$ cat src/rtl/peg_l2_rmii_pkg.sv
// Shared types and constants for the PHY-side RMII receive driver and its rate tick generator.
package peg_l2_rmii_pkg;

  typedef enum logic [2:0] {
    StIdle,
    StPreamble,
    StSfd,
    StData,
    StIfg,
    StUnderrun
  } state_e;

  localparam logic [7:0]  PREAMBLE_BYTE = 8'h55;
  localparam logic [7:0]  SFD_BYTE      = 8'hD5;
  localparam int unsigned RMII_10M_DIV  = 10;

  function automatic int unsigned max_u(input int unsigned a, input int unsigned b);
    return (a > b) ? a : b;
  endfunction

endpackage

$ cat src/rtl/peg_l2_rmii_rate_tick.sv
// 10/100 dibit tick generator: speed is re-latched while i_latch is high, and a speed change
// restarts the 0..9 divider so the first 10M dibit is a full period.
module peg_l2_rmii_rate_tick
  import peg_l2_rmii_pkg::*;
(
  input  logic i_clk,
  input  logic i_rst_n,
  input  logic i_speed_100,
  input  logic i_latch,
  output logic o_tick
);

  logic       r_speed_100;
  logic [3:0] r_cnt;
  logic       w_relatch;
  logic       w_wrap;

  assign w_relatch = i_latch && (i_speed_100 != r_speed_100);
  assign w_wrap    = (r_cnt == 4'(RMII_10M_DIV - 1));

  always_ff @(posedge i_clk or negedge i_rst_n) begin
    if (!i_rst_n) begin
      r_speed_100 <= 1'b0;
      r_cnt       <= '0;
    end else begin
      if (i_latch) r_speed_100 <= i_speed_100;
      if (w_relatch || w_wrap) r_cnt <= '0;
      else                     r_cnt <= r_cnt + 4'd1;
    end
  end

  assign o_tick = r_speed_100 || w_wrap;

endmodule

$ cat src/rtl/peg_l2_rmii_phy_rx.sv
// PHY-side RMII receive driver: turns a byte stream into RXD/CRS_DV/RX_ER dibits toward a MAC.
// Define PEG_RMII_PHY_PREAMBLE_GEN_EN to generate preamble and SFD; otherwise they come in-band.
module peg_l2_rmii_phy_rx
  import peg_l2_rmii_pkg::*;
#(
  parameter int unsigned PREAMBLE_BYTES = 7,
  parameter int unsigned IFG_BYTES      = 12
) (
  input  logic       i_clk,
  input  logic       i_rst_n,
  input  logic       i_speed_100,
  input  logic       i_pkt_valid,
  input  logic       i_pkt_sop,
  input  logic       i_pkt_eop,
  input  logic       i_pkt_err,
  input  logic [7:0] i_pkt_data,
  output logic       o_pkt_ready,
  output logic [1:0] o_rmii_rxd,
  output logic       o_rmii_crs_dv,
  output logic       o_rmii_rx_er,
  output logic       o_underrun_pulse
);

  localparam int unsigned CntMax = max_u(PREAMBLE_BYTES * 4, IFG_BYTES * 4);
  localparam int unsigned CntW   = $clog2(CntMax + 1);

  state_e            r_state, w_state_d;
  logic [CntW-1:0]   r_cnt, w_cnt_d;
  logic [5:0]        r_shift, w_shift_d;
  logic              r_eop_byte, w_eop_byte_d;
  logic              r_drop, w_drop_d;
  logic              r_hold_vld, w_hold_vld_d;
  logic              r_hold_sop, r_hold_eop, r_hold_err;
  logic [7:0]        r_hold_data;
  logic              r_ready;
  logic [1:0]        r_rxd, w_rxd_d;
  logic              r_crs_dv, w_crs_dv_d;
  logic              r_rx_er, w_rx_er_d;
  logic              r_pulse, w_pulse_d;

  logic w_tick, w_accept, w_take, w_hold_sof;
  logic w_start, w_load, w_urun, w_to_ifg;

  peg_l2_rmii_rate_tick u_rate_tick (
    .i_clk       (i_clk),
    .i_rst_n     (i_rst_n),
    .i_speed_100 (i_speed_100),
    .i_latch     (r_state == StIdle),
    .o_tick      (w_tick)
  );

  assign w_accept   = i_pkt_valid && r_ready;
  assign w_hold_sof = r_hold_vld && r_hold_sop && !r_drop;

  always_comb begin
    w_state_d    = r_state;
    w_cnt_d      = r_cnt;
    w_shift_d    = r_shift;
    w_eop_byte_d = r_eop_byte;
    w_drop_d     = r_drop;
    w_rxd_d      = r_rxd;
    w_crs_dv_d   = r_crs_dv;
    w_rx_er_d    = r_rx_er;
    w_pulse_d    = 1'b0;
    w_take       = 1'b0;
    w_start      = 1'b0;
    w_load       = 1'b0;
    w_urun       = 1'b0;
    w_to_ifg     = 1'b0;

    if (w_tick) begin
      unique case (r_state)
        StIdle: w_start = w_hold_sof;
`ifdef PEG_RMII_PHY_PREAMBLE_GEN_EN
        StPreamble: begin
          if (r_cnt == CntW'(PREAMBLE_BYTES * 4 - 1)) begin
            w_state_d = StSfd;
            w_cnt_d   = '0;
            w_rxd_d   = SFD_BYTE[1:0];
          end else begin
            w_cnt_d = r_cnt + CntW'(1);
          end
        end
        // The sop byte has sat in hold since IDLE; it is the first DATA byte.
        StSfd: begin
          if (r_cnt == CntW'(3)) begin
            w_load = 1'b1;
          end else begin
            w_cnt_d = r_cnt + CntW'(1);
            w_rxd_d = SFD_BYTE[{r_cnt[1:0] + 2'd1, 1'b0} +: 2];
          end
        end
`endif
        StData: begin
          if (r_cnt == CntW'(3)) begin
            if (r_eop_byte)                      w_to_ifg = 1'b1;
            else if (r_hold_vld && !r_hold_sop)  w_load   = 1'b1;
            else                                 w_urun   = 1'b1;
          end else begin
            w_cnt_d   = r_cnt + CntW'(1);
            w_rxd_d   = r_shift[1:0];
            w_shift_d = {2'b00, r_shift[5:2]};
          end
        end
        StUnderrun: begin
          if (r_cnt == CntW'(3)) w_to_ifg = 1'b1;
          else                   w_cnt_d  = r_cnt + CntW'(1);
        end
        StIfg: begin
          if (r_cnt == CntW'(IFG_BYTES * 4 - 1)) begin
            // A waiting frame starts straight out of IFG so the gap is exactly IFG_BYTES.
            if (w_hold_sof) w_start   = 1'b1;
            else            w_state_d = StIdle;
          end else begin
            w_cnt_d = r_cnt + CntW'(1);
          end
        end
        default: w_state_d = StIdle;
      endcase
    end

    if (w_start) begin
`ifdef PEG_RMII_PHY_PREAMBLE_GEN_EN
      w_state_d  = StPreamble;
      w_cnt_d    = '0;
      w_rxd_d    = PREAMBLE_BYTE[1:0];
      w_crs_dv_d = 1'b1;
      w_rx_er_d  = 1'b0;
`else
      w_load = 1'b1;
`endif
    end

    if (w_load) begin
      w_take       = 1'b1;
      w_state_d    = StData;
      w_cnt_d      = '0;
      w_rxd_d      = r_hold_data[1:0];
      w_shift_d    = r_hold_data[7:2];
      w_eop_byte_d = r_hold_eop;
      w_crs_dv_d   = 1'b1;
      w_rx_er_d    = r_hold_err;
    end

    if (w_urun) begin
      w_state_d  = StUnderrun;
      w_cnt_d    = '0;
      w_rxd_d    = 2'b00;
      w_crs_dv_d = 1'b1;
      w_rx_er_d  = 1'b1;
      w_pulse_d  = 1'b1;
      w_take     = r_hold_vld;
      w_drop_d   = !(r_hold_vld && r_hold_eop);
    end

    if (w_to_ifg) begin
      w_state_d  = StIfg;
      w_cnt_d    = '0;
      w_rxd_d    = 2'b00;
      w_crs_dv_d = 1'b0;
      w_rx_er_d  = 1'b0;
    end

    // Discards run every clock, independent of the dibit tick.
    if (r_hold_vld && !w_take) begin
      if (r_drop) begin
        w_take = 1'b1;
        if (r_hold_eop) w_drop_d = 1'b0;
      end else if ((r_state == StIdle || r_state == StIfg) && !r_hold_sop) begin
        w_take = 1'b1;
      end
    end

    w_hold_vld_d = r_hold_vld;
    if (w_take)   w_hold_vld_d = 1'b0;
    if (w_accept) w_hold_vld_d = 1'b1;
  end

  always_ff @(posedge i_clk or negedge i_rst_n) begin
    if (!i_rst_n) begin
      r_state     <= StIdle;
      r_cnt       <= '0;
      r_shift     <= '0;
      r_eop_byte  <= 1'b0;
      r_drop      <= 1'b0;
      r_hold_vld  <= 1'b0;
      r_hold_sop  <= 1'b0;
      r_hold_eop  <= 1'b0;
      r_hold_err  <= 1'b0;
      r_hold_data <= '0;
      r_ready     <= 1'b0;
      r_rxd       <= 2'b00;
      r_crs_dv    <= 1'b0;
      r_rx_er     <= 1'b0;
      r_pulse     <= 1'b0;
    end else begin
      r_state    <= w_state_d;
      r_cnt      <= w_cnt_d;
      r_shift    <= w_shift_d;
      r_eop_byte <= w_eop_byte_d;
      r_drop     <= w_drop_d;
      r_hold_vld <= w_hold_vld_d;
      if (w_accept) begin
        r_hold_sop  <= i_pkt_sop;
        r_hold_eop  <= i_pkt_eop;
        r_hold_err  <= i_pkt_err;
        r_hold_data <= i_pkt_data;
      end
      r_ready  <= !w_hold_vld_d;
      r_rxd    <= w_rxd_d;
      r_crs_dv <= w_crs_dv_d;
      r_rx_er  <= w_rx_er_d;
      r_pulse  <= w_pulse_d;
    end
  end

  assign o_pkt_ready      = r_ready;
  assign o_rmii_rxd       = r_rxd;
  assign o_rmii_crs_dv    = r_crs_dv;
  assign o_rmii_rx_er     = r_rx_er;
  assign o_underrun_pulse = r_pulse;

endmodule
$ cat config.mk
export PLATFORM = sky130hd
export DESIGN_NAME = peg_l2_rmii_phy_rx
export DESIGN_NICKNAME = d
export VERILOG_FILES = /design/src/rtl/peg_l2_rmii_pkg.sv /design/src/rtl/peg_l2_rmii_rate_tick.sv /design/src/rtl/peg_l2_rmii_phy_rx.sv
export SDC_FILE = /design/constraint.sdc
export NUM_CORES = 1
export LEC_CHECK = 0
export CAP_MARGIN = 20
export CORE_MARGIN = 4
export CORE_UTILIZATION = 45
export CTS_BUF_LIST = sky130_fd_sc_hd__clkbuf_2 sky130_fd_sc_hd__clkbuf_4 sky130_fd_sc_hd__clkbuf_8
export DETAILED_ROUTE_END_ITERATION = 16
export HOLD_SLACK_MARGIN = 0.02
export PLACE_DENSITY = 0.66
export SETUP_SLACK_MARGIN = 0.3
export SLEW_MARGIN = 20
export SYNTH_ARGS = -nofsm -noshare
export SYNTH_HDL_FRONTEND = slang
export SYNTH_HIERARCHICAL = 1
export SYNTH_SLANG_ARGS = --single-unit
$ cat constraint.sdc
create_clock -name i_clk -period 3.1 [get_ports i_clk]
set_input_delay 0.775 -clock i_clk [delete_from_list [all_inputs] [get_ports i_clk]]
set_output_delay 0.775 -clock i_clk [all_outputs]
set_load 0.01 [all_outputs]
==> results_dict.tcl <==
set metrics [dict create \
    ios 21 \
    slowest_stage "a21oi_2" \
    period_share_pct 81.78 \
    ant_nets 0 \
    fmax_ghz 0.3944 \
    initialDrtViolationCount 106 \
    cp_cell_sequence "ha_1 -> nand3b_1 -> nand2b_1 -> nand4b_1 -> nor4_1 -> a21oi_2 -> nand2_2 -> a31o_2" \
    areaGrowthSynthToFinish_pct 18.60 \
    cts.path.max_buffers 2 \
    clockRootBuffer "clkbuf_8" \
    postCtsHoldBufs 0 \
    dieArea_mm2 0.005418 \
    worstSetupPathType "flop to flop" \
    async_flop_share_pct 100.0 \
    hpwl_um 2659 \
    cp-end-kind "flop" \
    rr_startpoint "u_rate_tick/r_cnt[0]" \
    vias 1411 \
    ir_worst_vdd_uv 416.0 \
    worst_slew_pin_slew_ns 1.063 \
    synth_cells 178 \
    synth_area_leaders "dfrtp_1, mux2_2, mux2i_1" \
    rsz0062_at_grt "false" \
    viasPerCell 5.644 \
    crit_arrival_ns 2.72 \
    reg2regPathDepth 8 \
    ys_warn_count 6 \
    numClockSinks 40 \
    regArea_mm2 0.001001 \
    hold_depth 1 \
    finalSetupTns_ns 0 \
    insertion_delay_ns 0.29 \
    h-tree-depth 2 \
    finalClockSkew_ns 0.007966 \
    synth_common_cells "dfrtp_1, nor2_1, mux2_2" \
    cts_tree "built" \
    core_mm2 0.004086 \
    yosys_register_bits 40 \
    synth_area_mm2 0.001937 \
    seq_area_frac_synth_pct 51.68 \
    p_leak_nw 1.027 \
    synth_top_area_share_pct 51.68 \
    synth_top_area_cell "dfrtp_1" \
    fin_nets 217 \
    remaining_drc_errors 0 \
    antenna_cells 0 \
    portBuffers 20 \
    fillers 357 \
    dr.pass1.iters 4 \
    holdPathEnd "u_rate_tick/r_cnt[0]" \
    ys.flop_type "dfrtp_1" \
    cp_max_fo 26 \
    finalHoldViolCount 0 \
    worstHoldStart "u_rate_tick/r_cnt[0]" \
    synth_most_common_cell "dfrtp_1" \
    startpoint_type "flop" \
    synth_edf_count 0 \
    hp-class "flop to flop" \
    numCtsBuffers 5 \
    power_density_mw_per_mm2 863.8 \
    maxSlewViolCount 0 \
    yosysUniqueCellTypes 42 \
    drv_cap 0 \
    grt_max_degree 41 \
    synth_nets 196 \
    wire_per_inst_um 15.18 \
    multiInputGateArea_um2 885.9 \
    cts.repair.resized 0 \
    grt_pass1_wl_um 6824 \
    outcome "finished clean" \
    die_w_um 73.61 \
    slew_headroom_pct 29.17 \
    max_stage_delay_ns 0.77 \
    grt_pass1_vias 1435 \
    row_count 23 \
    start_util_pct 47.40 \
    wl_um 3796 \
    track_usage_pct 16.37 \
    timing.hold.ws_ns 0.5033 \
    post_cts.repair.setup_buffers 0 \
    power_mw 1.984 \
    r2r_slack_ns 0.56 \
    setup_viol 0 \
    r2r_end "r_state[0]" \
    path_clk_slew_ns 0.07 \
    grt-ovfl-total 0 \
    routabilityCongestion 0.8823 \
    drive_above_1_share_pct 15.50 \
    post-route-min-period_ns 2.535 \
    synth.avg_cell_area_um2 10.88 \
    antenna_found_initial 0 \
    die_height_um 73.61 \
    required_ns 3.28 \
]
[cell families after synthesis]
group	count (synthesis)	share of synthesized area, %
xor+xnor	7	3.165
simple gates	69	19.51
compound gates	24	8.786
flops	40	51.68
buf+inv	13	2.584
fa+ha+maj	3	1.938
mux	22	12.34
[registers in the layout, summed over array words and instances, names as in the netlist]
signal / flops
r_hold_data: 8
r_cnt: 6
r_shift: 6
u_rate_tick/r_cnt: 4
r_state: 3
o_rmii_rxd: 2
o_pkt_ready: 1
o_rmii_crs_dv: 1
o_rmii_rx_er: 1
o_underrun_pulse: 1
r_drop: 1
r_eop_byte: 1
r_hold_eop: 1
r_hold_err: 1
r_hold_sop: 1
r_hold_vld: 1
u_rate_tick/r_speed_100: 1
[worst max-delay path: cells and delay by family (launching register included)]
kind            cells  cell delay [ns]
compound gates      2             1.03
fa+ha+maj           1             0.21
flops               1             0.42
simple gates        5             0.76
[per-stage QoR]
step | util, % | instance area (um2) | instances | worst slack, ns
after floorplan | - | 1937 | 178 | 0.9427
after global placement | 53.12 | 2171 | 242 | 0.6577
after detailed placement | 53.12 | 2171 | 242 | 0.5833
after CTS | 56.22 | 2297 | 250 | 0.5739
after global routing | 56.22 | 2297 | 250 | 0.3374
final | 56.22 | 2297 | 250 | 0.5647
[where the power goes]
group          switching (mW)  internal (mW)
Combinational           0.299          0.330
Sequential              0.164          0.729
Clock                   0.179          0.284
Total                   0.642           1.34
[how the worst max path moves through the flow]
stage / end / slack [ns] / from
finish: r_state[0] / 0.56 / u_rate_tick/r_cnt[0]
global route: r_cnt[4] / 0.34 / u_rate_tick/r_cnt[0]
CTS: r_state[0] / 0.57 / u_rate_tick/r_cnt[0]
detailed placement: r_state[0] / 0.58 / u_rate_tick/r_cnt[0]
global placement: r_eop_byte / 0.66 / u_rate_tick/r_cnt[0]
floorplan: r_hold_vld / 0.94 / u_rate_tick/r_cnt[1]
[area by class of cell]
| class | instances | area share [%] |
|---|---|---|
| clock buffer | 7 | 4.194 |
| sequential | 40 | 43.57 |
| timing repair buffer | 20 | 8.497 |
| tap | 50 | 2.723 |
| multi-input combinational | 125 | 38.56 |
| inverter | 7 | 1.144 |
| clock inverter | 1 | 1.307 |
[cell usage in the layout, fill, tap and decap left out, drive strengths merged, types with 2 or more instances in the layout]
master,instances
dfrtp,40
clkdlybuf4s50,19
nor2,15
mux2,15
nand3,11
nand2,11
o21ai,9
nand2b,7
inv,7
mux2i,7
clkbuf,7
xnor2,5
a21oi,5
nor3,4
nor2b,4
nand3b,3
ha,3
and3b,2
and3,2
nor4,2
o21a,2
nand4,2
xor2,2
[metal layers]
metal / GRT usage, % / vias to the layer above / part of all wire (%)
met5: 0 / - / 0
met4: 5.433 / 0 / 1.0
met3: 6.019 / 5 / 7.0
met2: 24.90 / 50 / 46
met1: 21.62 / 686 / 46
li1: - / 670 / -
(Power assumes the default switching activity.)
